==> config.mk <==
export PLATFORM = sky130hd
export DESIGN_NAME = fetch_unit
export DESIGN_NICKNAME = d
export VERILOG_FILES = /design/src/rtl/fetch_unit.sv
export SDC_FILE = /design/constraint.sdc
export NUM_CORES = 1
export LEC_CHECK = 0
export ABC_CLOCK_PERIOD_IN_PS = 6600
export BUFFER_PORTS_ARGS = -buffer_cell sky130_fd_sc_hd__buf_2
export CAP_MARGIN = 20
export CORE_MARGIN = 3
export CORE_UTILIZATION = 45
export CTS_CLUSTER_DIAMETER = 150
export DETAILED_ROUTE_END_ITERATION = 6
export PLACE_DENSITY_LB_ADDON = 0.12
export SYNTH_ARGS = -nofsm -noshare
export SYNTH_HDL_FRONTEND = slang
export SYNTH_SLANG_ARGS = --single-unit
==> constraint.sdc <==
create_clock -name clk -period 6.6 [get_ports clk]
set_input_delay 1.32 -clock clk [delete_from_list [all_inputs] [get_ports clk]]
set_output_delay 1.32 -clock clk [all_outputs]
set_load 0.1 [all_outputs]
==> src/rtl/fetch_unit.sv <==
// Instruction fetch unit: credit-limited request issue, in-order response buffering,
// and branch redirect with draining of stale responses. Define FETCH_PERF_CNT_EN to add stall_cnt.
module fetch_unit #(
    parameter logic [31:0] RESET_PC   = 32'h0000_0000,
    parameter int          FIFO_DEPTH = 2
) (
    input  logic        clk,
    input  logic        reset,
    output logic        imem_req,
    output logic [31:0] imem_addr,
    input  logic        imem_gnt,
    input  logic        imem_rvalid,
    input  logic [31:0] imem_rdata,
    output logic        instr_valid,
    output logic [31:0] instr,
    output logic [31:0] instr_pc,
    input  logic        instr_ready,
    input  logic        branch_valid,
    input  logic [31:0] branch_target
`ifdef FETCH_PERF_CNT_EN
    ,
    output logic [31:0] stall_cnt
`endif
);

    localparam int PTR_W = (FIFO_DEPTH > 1) ? $clog2(FIFO_DEPTH) : 1;
    localparam int CNT_W = $clog2(FIFO_DEPTH + 1);
    localparam logic [CNT_W-1:0] CNT_ZERO  = {CNT_W{1'b0}};
    localparam logic [CNT_W-1:0] CNT_ONE   = CNT_W'(1'b1);
    localparam logic [CNT_W-1:0] DEPTH_C   = CNT_W'(FIFO_DEPTH);
    localparam logic [PTR_W-1:0] PTR_ZERO  = {PTR_W{1'b0}};
    localparam logic [PTR_W-1:0] PTR_LAST  = PTR_W'(FIFO_DEPTH - 1);

    typedef enum logic [0:0] {
        RUN   = 1'b0,
        DRAIN = 1'b1
    } state_t;

    state_t            state_r, state_s;
    logic [31:0]       pc_r, pc_s;
    logic [CNT_W-1:0]  out_r, out_s;
    logic [CNT_W-1:0]  disc_r, disc_s;
    logic [CNT_W-1:0]  count_r, count_s;
    logic [PTR_W-1:0]  rd_ptr_r, rd_ptr_s;
    logic [PTR_W-1:0]  wr_ptr_r, wr_ptr_s;
    logic [31:0]       data_mem_r [FIFO_DEPTH];
    logic [31:0]       addr_mem_r [FIFO_DEPTH];
    logic              credit_s, accept_s, resp_s, push_s, pop_s;
    logic [31:0]       resp_addr_s;

    function automatic logic [PTR_W-1:0] ptr_inc(input logic [PTR_W-1:0] p);
        if (p == PTR_LAST) begin
            return PTR_ZERO;
        end else begin
            return p + PTR_W'(1'b1);
        end
    endfunction

    assign imem_addr   = pc_r;
    assign instr_valid = (count_r != CNT_ZERO);
    assign instr       = data_mem_r[rd_ptr_r];
    assign instr_pc    = addr_mem_r[rd_ptr_r];

    // Handshake decode and next-state computation for PC, counters, FIFO pointers and FSM
    always_comb begin
        credit_s = ({1'b0, out_r} + {1'b0, count_r}) < {1'b0, DEPTH_C};
        imem_req = (state_r == RUN) && !branch_valid && !reset && credit_s;
        accept_s = imem_req && imem_gnt;
        resp_s   = imem_rvalid && (out_r != CNT_ZERO);
        pop_s    = instr_valid && instr_ready;
        push_s   = resp_s && (disc_r == CNT_ZERO) && !branch_valid;
        // Responses only land in RUN with no stale traffic, so in-flight addresses are contiguous behind pc_r.
        resp_addr_s = pc_r - {{(30 - CNT_W){1'b0}}, out_r, 2'b00};

        state_s  = state_r;
        pc_s     = pc_r;
        out_s    = out_r;
        disc_s   = disc_r;
        count_s  = count_r;
        rd_ptr_s = rd_ptr_r;
        wr_ptr_s = wr_ptr_r;

        if (branch_valid) begin
            out_s    = out_r - CNT_W'(resp_s);
            disc_s   = out_s;
            count_s  = CNT_ZERO;
            rd_ptr_s = PTR_ZERO;
            wr_ptr_s = PTR_ZERO;
            pc_s     = branch_target & 32'hFFFF_FFFC;
            if (disc_s != CNT_ZERO) begin
                state_s = DRAIN;
            end else begin
                state_s = RUN;
            end
        end else begin
            if (accept_s) begin
                pc_s = pc_r + 32'd4;
            end else begin
                pc_s = pc_r;
            end
            out_s = out_r + CNT_W'(accept_s) - CNT_W'(resp_s);
            if (resp_s && (disc_r != CNT_ZERO)) begin
                disc_s = disc_r - CNT_ONE;
            end else begin
                disc_s = disc_r;
            end
            if (push_s) begin
                wr_ptr_s = ptr_inc(wr_ptr_r);
            end else begin
                wr_ptr_s = wr_ptr_r;
            end
            if (pop_s) begin
                rd_ptr_s = ptr_inc(rd_ptr_r);
            end else begin
                rd_ptr_s = rd_ptr_r;
            end
            count_s = count_r + CNT_W'(push_s) - CNT_W'(pop_s);
            case (state_r)
                RUN: state_s = RUN;
                DRAIN: begin
                    if (disc_s == CNT_ZERO) begin
                        state_s = RUN;
                    end else begin
                        state_s = DRAIN;
                    end
                end
                default: state_s = RUN;
            endcase
        end
    end

    // Control state registers
    always_ff @(posedge clk) begin
        if (reset) begin
            state_r  <= RUN;
            pc_r     <= RESET_PC;
            out_r    <= CNT_ZERO;
            disc_r   <= CNT_ZERO;
            count_r  <= CNT_ZERO;
            rd_ptr_r <= PTR_ZERO;
            wr_ptr_r <= PTR_ZERO;
        end else begin
            state_r  <= state_s;
            pc_r     <= pc_s;
            out_r    <= out_s;
            disc_r   <= disc_s;
            count_r  <= count_s;
            rd_ptr_r <= rd_ptr_s;
            wr_ptr_r <= wr_ptr_s;
        end
    end

    // Instruction buffer storage; a write into the head slot while it is popped is safe
    always_ff @(posedge clk) begin
        if (reset) begin
            for (int i = 0; i < FIFO_DEPTH; i++) begin
                data_mem_r[i] <= 32'h0000_0000;
                addr_mem_r[i] <= 32'h0000_0000;
            end
        end else if (push_s) begin
            data_mem_r[wr_ptr_r] <= imem_rdata;
            addr_mem_r[wr_ptr_r] <= resp_addr_s;
        end
    end

`ifdef FETCH_PERF_CNT_EN
    // Saturating count of cycles with no instruction available
    always_ff @(posedge clk) begin
        if (reset) begin
            stall_cnt <= 32'h0000_0000;
        end else if (!instr_valid && (stall_cnt != 32'hFFFF_FFFF)) begin
            stall_cnt <= stall_cnt + 32'd1;
        end
    end
`endif

endmodule

==> flow_summary_export.csv, run 1 <==
group,metric,value,unit
route,routed_via_density,5.379,
cts,clockRootBuffer,"clkbuf_16",
finish,nFillCells,1560,
place,gp_congestion,0.8882,
worst_setup_path,regToRegSetupSlack,3.48,ns
logic_synthesis,synth_seq_cells,164,
timing,rsz0062_at_grt,"no",
cts,cts_tree,"yes",
worst_setup_path,cp_max_fo,39,
timing,period_share,0.6526,
logic_synthesis,synth_edf_count,124,
worst_setup_path,worstSetupStartpointType,"primary input",
finish,area_growth,18.37,%
timing,hold_viol_final,0,
outcome,status,"complete, no violations",
worst_setup_path,crit_arrival,2.99,ns
worst_setup_path,crit_buf_inv,2,
worst_setup_path,crit_type,"primary input to output port",
cts,postCtsResizedCells,0,
cts,ctsHoldBuffers,0,
worst_setup_path,cp.required,5.28,ns
logic_synthesis,yosys.cell_count.top_type,"edfxtp_1",
cts,clkTransAtPathRegs,0.06,ns
finish,num-nets-final,947,
logic_synthesis,synth_area,0.008283,sq mm
route,drtPass1Iterations,4,
worst_setup_path,crit_family,"buffers and inverters",
power,p_total,2977,uW
timing,tightest_slew,0.8556,ns
logic_synthesis,synth.distinct_cells,57,
timing,skew,0.007777,ns
global_route,grt_use_met1,0.2566,
global_route,grt_pass1_vias,6031,
worst_setup_path,r2r_end,"data_mem_r[1][29]$_SDFFCE_PN0P_",
global_route,met3_usage,0.03741,
timing,fin_crit,4.307,ns
logic_synthesis,ys_seq_area_frac,0.5462,
logic_synthesis,post_synth_most_frequent_cells,"edfxtp_1 (124), nor2_1 (99), mux2_2 (65), and3_1 (42), and2_1 (41)",
job,drv_cap,0,
worst_setup_path,cp-end-kind,"output port",
place,dp_hpwl,13.13,mm
worst_setup_path,cp_common_cell,"buf_2",
logic_synthesis,yosys_warnings,0,
logic_synthesis,postSynth.topFlopCell,"edfxtp_1",
power,p_leak,0.003983,uW
die,coreArea,0.01766,sq mm
worst_setup_path,crit_path_top_delay_cell,"or2_2",
worst_setup_path,cp_num_cells,4,
logic_synthesis,postSynth.asyncResetShare,0,
die,ios,168,
cts,ctsLongestPathBuffers,2,
route,ant_nets,0,
worst_setup_path,path_cells,"buf_2, or2_2, nor4_1, buf_2",
global_route,top_usage_layer,"met2",
global_route,antenna_found_initial,0,
cts,post_cts_buffers,0,
die,start_util,0.4691,
logic_synthesis,yosys.area.top_type_share,0.4495,
power,power_density,303.7,mW/mm^2
global_route,overflow,0,
place,place_area,0.009205,sq mm
finish,diodes,0,
logic_synthesis,yosys-top-cells-area,"edfxtp_1 (45%), dfxtp_1 (9.7%), mux2_2 (8.8%)",
worst_setup_path,rr_worst_depth,9,
timing,relSlewSlack,0.4296,
worst_setup_path,cp_slowest_stage_delay,0.52,ns
worst_setup_path,r2r-start,"out_r[1]$_SDFF_PP0_",
global_route,use_met2,0.3150,
worst_setup_path,crit_path_end,"imem_req",
global_route,grt_pass1_wl,30.77,mm
cts,clk_latency,0.42,ns
worst_setup_path,cp-startpoint,"reset",
cts,numCtsBuffers,17,
global_route,track_usage,0.1928,
cts,h-tree-depth,4,
route,vias,5938,
timing,clock.fmax,232.2,MHz
global_route,grt_max_degree,63,
logic_synthesis,synth_top_area_cell,"edfxtp_1",
die,num_rows,48,
finish,final_area,0.009804,sq mm
timing,setup_viol_count_final,0,
route,wirelength,19.37,mm
die,fp.dieW,141.7,um
timing,maxSlewViolCount,0,
cts,clkSinkCount,164,
worst_hold_path,min_from,"rd_ptr_r$_SDFFE_PP0P_",
die,die_h,141.7,um
worst_hold_path,hold_class,"flip-flop to flip-flop",
finish,drive_above_1_share,0.3288,
logic_synthesis,syn_avg_cell_area,11.27,sq um
timing,setup_tns,0,ns
route,first_iter_violations,254,
place,port-buffer-count,161,
logic_synthesis,syn-instance-count,735,
route,wl_per_cell,17.54,um
power,ir_drop,0.1874,mV
route,route.detailed.drc,0,
die,die_area,0.02007,sq mm
==> sequential cells by signal, summed over array words and instances (netlist names), named ones only <==
signal / flops
addr_mem_r: 60
count_r: 2
data_mem_r: 64
disc_r: 2
imem_addr: 30
out_r: 2
rd_ptr_r: 1
state_r: 1
wr_ptr_r: 1
==> placed cells by master (no fill, tap or decap), types with 4 or more instances in the layout <==
master     count
a211oi_1      11
a21oi_1       17
and2_1        41
and3_1        42
and4_1         4
buf_2        161
buf_4          8
clkbuf_16     17
conb_1         4
dfxtp_1       39
edfxtp_1     124
ha_1           9
inv_1         12
inv_6          6
mux2_2        65
nand2_1       36
nand3_1       13
nand4_1       20
nor2_1        98
nor3_1        12
nor4_1         8
o21ai_0        5
o22ai_1        6
or3_1          4
xnor2_1       31
xor2_1        28
==> per-stage QoR <==
step / worst slack, ns / hold WS [ns] / instances / utilization
global placement: 2.323 / 0.5047 / 1070 / 0.5198
CTS: 2.323 / 0.5369 / 1103 / 0.5537
finish: 2.293 / 0.5394 / 1104 / 0.5553
detailed placement: 2.325 / 0.5197 / 1071 / 0.5213
floorplan: 0.6226 / 0.4811 / 738 / -
global route: 2.209 / 0.5866 / 1104 / 0.5553
==> cell type report <==
type,instances,area [sq um],area share
Sequential cell,164,4526,0.4616
Multi-Input combinational cell,500,3460,0.3529
Timing Repair Buffer,171,920.9,0.09393
Clock buffer,17,425.4,0.04339
Tap cell,225,281.5,0.02871
Clock inverter,15,146.4,0.01493
Inverter,12,45.04,0.004594
==> routing by layer <==
metal	vias up	part of all wire
met3	27	0.058
met2	186	0.48
met4	0	0.022
met5	-	0
li1	2867	-
met1	2858	0.44
==> how the worst min path moves through the flow <==
stage | endpoint | slack, ns | depth (start not counted)
final | rd_ptr_r$_SDFFE_PP0P_ | 0.54 | 2
after global routing | flip-flop | 0.59 | 2
after CTS | flip-flop | 0.54 | 2
after detailed placement | rd_ptr_r$_SDFFE_PP0P_ | 0.52 | 2
after global placement | rd_ptr_r$_SDFFE_PP0P_ | 0.50 | 2
after floorplan | flip-flop | 0.48 | 2
==> where the power goes <==
part | switching (uW) | total, uW | internal [uW]
Clock | 422 | 951 | 529
Sequential | 58.5 | 1240 | 1180
Combinational | 598 | 786 | 188
==> tightest hold or removal path, delay by kind of cell, from the launching register on <==
family           cells  cell delay [ns]
XOR/XNOR             1             0.09
flip-flops           1             0.33
AND/OR/NAND/NOR      1             0.08
==> cells by family after synthesis <==
logic type      synth area share
mux                      0.09079
flops                     0.5462
simple gates              0.2033
fa+ha+maj                0.01843
other cells            0.0004527
xor+xnor                 0.06239
compound gates           0.03837
buf+inv                  0.04003
(Power assumes the default switching activity.)
==> run 2, diff against run 1 <==
--- a/config.mk
+++ b/config.mk
@@ -5,7 +5,7 @@
 export SDC_FILE = /design/constraint.sdc
 export NUM_CORES = 1
 export LEC_CHECK = 0
-export ABC_CLOCK_PERIOD_IN_PS = 6600
+export ABC_CLOCK_PERIOD_IN_PS = 3600
 export BUFFER_PORTS_ARGS = -buffer_cell sky130_fd_sc_hd__buf_2
 export CAP_MARGIN = 20
 export CORE_MARGIN = 3
==> constraint.sdc (replaced) <==
create_clock -name clk -period 3.6 [get_ports clk]
set_input_delay 0.72 -clock clk [delete_from_list [all_inputs] [get_ports clk]]
set_output_delay 0.72 -clock clk [all_outputs]
set_load 0.1 [all_outputs]
==> flow_summary_export.csv, run 2 (same netlist as run 1, synthesis figures left out) <==
group,metric,value,unit
outcome,status,"complete, no violations",
route,ant_nets,0,
worst_setup_path,cp_max_fo,5,
global_route,grt_use_met1,0.2531,
route,routed_via_density,5.338,
global_route,track_usage,0.1947,
timing,rsz0062_at_grt,"no",
power,ir_drop,0.3342,mV
power,p_leak,0.004017,uW
route,first_iter_violations,285,
die,die_h,141.7,um
global_route,antenna_found_initial,0,
cts,clk_latency,0.43,ns
timing,period_share,0.8267,
global_route,grt_pass1_wl,31.02,mm
die,ios,168,
global_route,use_met2,0.3300,
route,route.detailed.drc,0,
worst_setup_path,worstSetupStartpointType,"flip-flop",
global_route,grt_max_degree,63,
finish,layout_common_cells,"buf_2 (161), edfxtp_1 (124), nor2_1 (98), mux2_2 (65), and3_1 (42)",
die,coreArea,0.01766,sq mm
cts,h-tree-depth,4,
cts,post_cts_buffers,0,
die,die_area,0.02007,sq mm
place,port-buffer-count,161,
cts,ctsHoldBuffers,0,
finish,largest_reg_flops,64,
finish,diodes,0,
route,drtPass1Iterations,5,
route,wl_per_cell,17.46,um
die,num_rows,48,
place,dp_hpwl,12.94,mm
timing,skew,0.009987,ns
global_route,top_usage_layer,"met2",
route,vias,5904,
global_route,grt_pass1_vias,6098,
timing,relSlewSlack,0.5804,
finish,num-nets-final,949,
worst_setup_path,cp.required,2.88,ns
cts,clockRootBuffer,"clkbuf_16",
place,place_area,0.009251,sq mm
cts,ctsLongestPathBuffers,2,
timing,setup_tns,0,ns
die,fp.dieW,141.7,um
global_route,overflow,0,
worst_hold_path,hold_class,"flip-flop to flip-flop",
finish,mostFrequentLayoutCell,"buf_2",
worst_setup_path,crit_type,"flip-flop to output port",
finish,area_growth,19.03,%
place,gp_congestion,0.8673,
timing,hold_viol_final,0,
worst_setup_path,crit_arrival,2.26,ns
finish,final_area,0.009859,sq mm
die,start_util,0.4691,
route,wirelength,19.31,mm
power,power_density,564.0,mW/mm^2
cts,postCtsResizedCells,0,
cts,cts_tree,"yes",
timing,tightest_slew,0.6248,ns
finish,drive_above_1_share,0.3326,
job,drv_cap,0,
timing,maxSlewViolCount,0,
timing,setup_viol_count_final,0,
finish,regMostFlops,"data_mem_r",
cts,numCtsBuffers,17,
timing,fin_crit,2.976,ns
worst_setup_path,cp-end-kind,"output port",
cts,clkTransAtPathRegs,0.07,ns
timing,clock.fmax,336.0,MHz
cts,clkSinkCount,164,
global_route,met3_usage,0.03741,
[run 2: changes by cell type in the layout (fill, tap and decap cells not counted), sizes merged]
cell	previous run	this run
buf	171	173
bufinv	1	3
clkinv	4	9
clkinvlp	3	1
inv	19	14
[run 2: power by group]
| group | switching, uW | leakage [uW] | internal [uW] |
|---|---|---|---|
| Sequential | 105 | 0.00161 | 2170 |
| Clock | 762 | 0.000298 | 1100 |
| Combinational | 1090 | 0.00211 | 343 |
[run 2: per-layer routing]
metal	vias up	routed length [um]
li1	2875	-
met3	19	1160
met2	190	9560
met1	2820	8304
met4	0	289
met5	-	0
[run 2: layout make-up]
type | instances | area, sq um
Fill cell | 1545 | 7797
Sequential cell | 164 | 4526
Multi-Input combinational cell | 500 | 3466
Timing Repair Buffer | 173 | 933.4
Clock buffer | 17 | 425.4
Tap cell | 225 | 281.5
Clock inverter | 15 | 182.7
Inverter | 12 | 45.04
[run 2: path summary, 6_finish.rpt]
check,from,end,slack [ns],cells past startpoint
max,out_r[0]$_SDFF_PP0_,imem_req,0.62,4
min,rd_ptr_r$_SDFFE_PP0P_,rd_ptr_r$_SDFFE_PP0P_,0.52,2
max reg2reg,out_r[0]$_SDFF_PP0_,out_r[1]$_SDFF_PP0_,0.84,11
min reg2reg,rd_ptr_r$_SDFFE_PP0P_,rd_ptr_r$_SDFFE_PP0P_,0.52,2
[run 2: worst max-delay path, cell delays in order (launching register included)]
cell and delay, ns:
dfxtp_1 0.35, and2_1 0.18, fa_1 0.53, nor4_2 0.29, buf_2 0.47
[run 2: metrics by stage]
stage | hold WS, ns | setup WS (ns) | power, uW | instances | utilization
floorplan | 0.4811 | 0.003378 | 3475 | 738 | -
finish | 0.5198 | 0.6238 | 5560 | 1106 | 0.5584
detailed placement | 0.5074 | 0.8443 | 3749 | 1074 | 0.5240
global route | 0.5321 | 0.5474 | 5788 | 1106 | 0.5584
global placement | 0.5041 | 0.8666 | 3724 | 1074 | 0.5240
CTS | 0.5074 | 0.6106 | 5608 | 1106 | 0.5584
==> run 3, diff against run 2 <==
--- a/config.mk
+++ b/config.mk
@@ -5,7 +5,7 @@
 export SDC_FILE = /design/constraint.sdc
 export NUM_CORES = 1
 export LEC_CHECK = 0
-export ABC_CLOCK_PERIOD_IN_PS = 3600
+export ABC_CLOCK_PERIOD_IN_PS = 3060
 export BUFFER_PORTS_ARGS = -buffer_cell sky130_fd_sc_hd__buf_2
 export CAP_MARGIN = 20
 export CORE_MARGIN = 3
==> constraint.sdc (replaced) <==
create_clock -name clk -period 3.06 [get_ports clk]
set_input_delay 0.612 -clock clk [delete_from_list [all_inputs] [get_ports clk]]
set_output_delay 0.612 -clock clk [all_outputs]
set_load 0.1 [all_outputs]
==> flow_summary_export.csv, run 3 (same netlist as run 1, synthesis figures left out) <==
group,metric,value,unit
cts,postCtsResizedCells,0,
worst_setup_path,cp.required,3.38,ns
timing,relSlewSlack,0.2839,
finish,layout_common_cells,"buf_2 (160), edfxtp_1 (124), nor2_1 (98), mux2_2 (65), and3_1 (42)",
die,die_area,0.02007,sq mm
timing,tightest_slew,1.074,ns
place,pre_cts_ws,0.2015,ns
cts,clkSinkCount,164,
finish,final_cells,1108,
finish,regMostFlops,"data_mem_r",
global_route,track_usage,0.1966,
route,vias,5951,
worst_setup_path,r2r_end,"imem_addr[22]$_SDFFE_PP0P_",
die,coreArea,0.01766,sq mm
global_route,grt_pass1_vias,6017,
cts,numCtsBuffers,17,
timing,skew,0.01236,ns
cts,h-tree-depth,4,
global_route,grt_pass1_wl,31.07,mm
worst_setup_path,crit_path_end,"imem_addr[22]$_SDFFE_PP0P_",
worst_setup_path,crit_type,"flip-flop to flip-flop",
cts,clkTransAtPathRegs,0.07,ns
worst_setup_path,r2r-start,"out_r[0]$_SDFF_PP0_",
route,route.detailed.drc,0,
power,power_density,648.9,mW/mm^2
finish,drive_above_1_share,0.3330,
timing,setup_tns,0,ns
place,port-buffer-count,161,
finish,area_growth,18.75,%
power,ir_drop,0.4015,mV
global_route,antenna_found_initial,0,
worst_setup_path,cp-end-kind,"flip-flop",
route,wirelength,19.66,mm
route,first_iter_violations,247,
timing,rsz0062_at_grt,"no",
finish,nFillCells,1574,
cts,ctsHoldBuffers,0,
worst_setup_path,rr_worst_depth,8,
die,die_h,141.7,um
timing,hold_viol_final,0,
power,p_leak,0.004001,uW
cts,clockRootBuffer,"clkbuf_16",
worst_hold_path,hold_class,"primary input to flip-flop",
cts,cts_tree,"yes",
global_route,overflow,0,
die,fp.dieW,141.7,um
timing,fin_crit,2.883,ns
timing,fin_ws,0.1771,ns
route,ant_nets,0,
place,numPlacedInstances,1076,
worst_setup_path,regToRegSetupSlack,0.18,ns
timing,setup_viol_count_final,0,
timing,timing.hold.ws,0.4392,ns
worst_hold_path,hold_path_depth,3,
die,ios,168,
die,start_util,0.4691,
cts,ctsLongestPathBuffers,2,
route,wl_per_cell,17.74,um
timing,maxSlewViolCount,0,
global_route,grt_max_degree,63,
worst_setup_path,cp-startpoint,"out_r[0]$_SDFF_PP0_",
timing,clock.fmax,346.9,MHz
finish,num-nets-final,951,
place,dp_hpwl,13.23,mm
finish,mostFrequentLayoutCell,"buf_2",
timing,period_share,0.9421,
outcome,status,"complete, no violations",
cts,post_cts_buffers,0,
cts,clk_latency,0.42,ns
worst_setup_path,worstSetupStartpointType,"flip-flop",
power,p_total,6382,uW
job,drv_cap,0,
route,routed_via_density,5.371,
worst_setup_path,crit_arrival,3.20,ns
place,gp_congestion,0.9189,
finish,largest_reg_flops,64,
finish,diodes,0,
die,num_rows,48,
worst_setup_path,cp_max_fo,7,
route,drtPass1Iterations,5,
run 3: changes by cell type in the layout (fill, tap and decap cells not counted), sizes merged:
cell      previous run  this run
clkinvlp             1         3
inv                 14        16
clkinv               9         7
bufinv               3         1
buf                173       175
run 3: stage by stage:
| step | area [sq um] | util |
|---|---|---|
| 3_5_place_dp | 9281 | 0.5257 |
| 4_1_cts | 9836 | 0.5570 |
| 6_report | 9836 | 0.5570 |
| 3_3_place_gp | 9281 | 0.5257 |
| 5_1_grt | 9836 | 0.5570 |
| 2_1_floorplan | 8314 | - |
run 3: how the worst min path moves through the flow:
| stage | from | endpoint | slack (ns) |
|---|---|---|---|
| after floorplan | rd_ptr_r$_SDFFE_PP0P_ | flip-flop | 0.48 |
| after global placement | rd_ptr_r$_SDFFE_PP0P_ | rd_ptr_r$_SDFFE_PP0P_ | 0.51 |
| after detailed placement | rd_ptr_r$_SDFFE_PP0P_ | rd_ptr_r$_SDFFE_PP0P_ | 0.53 |
| after CTS | branch_target[5] | imem_addr[5]$_SDFFE_PP0P_ | 0.42 |
| after global routing | branch_target[12] | imem_addr[12]$_SDFFE_PP0P_ | 0.44 |
| final | branch_target[5] | imem_addr[5]$_SDFFE_PP0P_ | 0.44 |
run 3: critical path, cell delays in order, from the launching register on:
cell	delay, ns
dfxtp_1	0.42
and2_1	0.17
fa_1	0.50
nor4b_4	0.52
buf_4	0.20
nand4_2	0.10
or4_1	0.56
xnor2_1	0.14
o21a_1	0.17
run 3: area by class of cell:
class,instances,area [sq um],area share
clock buffers,17,425.4,0.04325
clock inverters,15,128.9,0.01310
inverters,12,45.04,0.004580
multi-input cells,500,3466,0.3524
flip-flops and latches,164,4526,0.4601
well taps,225,281.5,0.02862
repair buffers,175,963.4,0.09795
run 3: per-layer routing:
layer | share of wire | up-vias | global-route usage
met2 | 0.49 | 212 | 0.3347
li1 | - | 2873 | -
met3 | 0.066 | 12 | 0.04887
met5 | 0 | - | 0
met1 | 0.43 | 2854 | 0.2517
met4 | 0.0073 | 0 | 0.05101
run 3: where the power goes:
part | internal [uW] | switching, uW | leakage (uW)
combinational | 422 | 1290 | 0.00212
sequential | 2550 | 119 | 0.00161
clock | 1120 | 877 | 0.000268
total | 4090 | 2290 | 0.00400
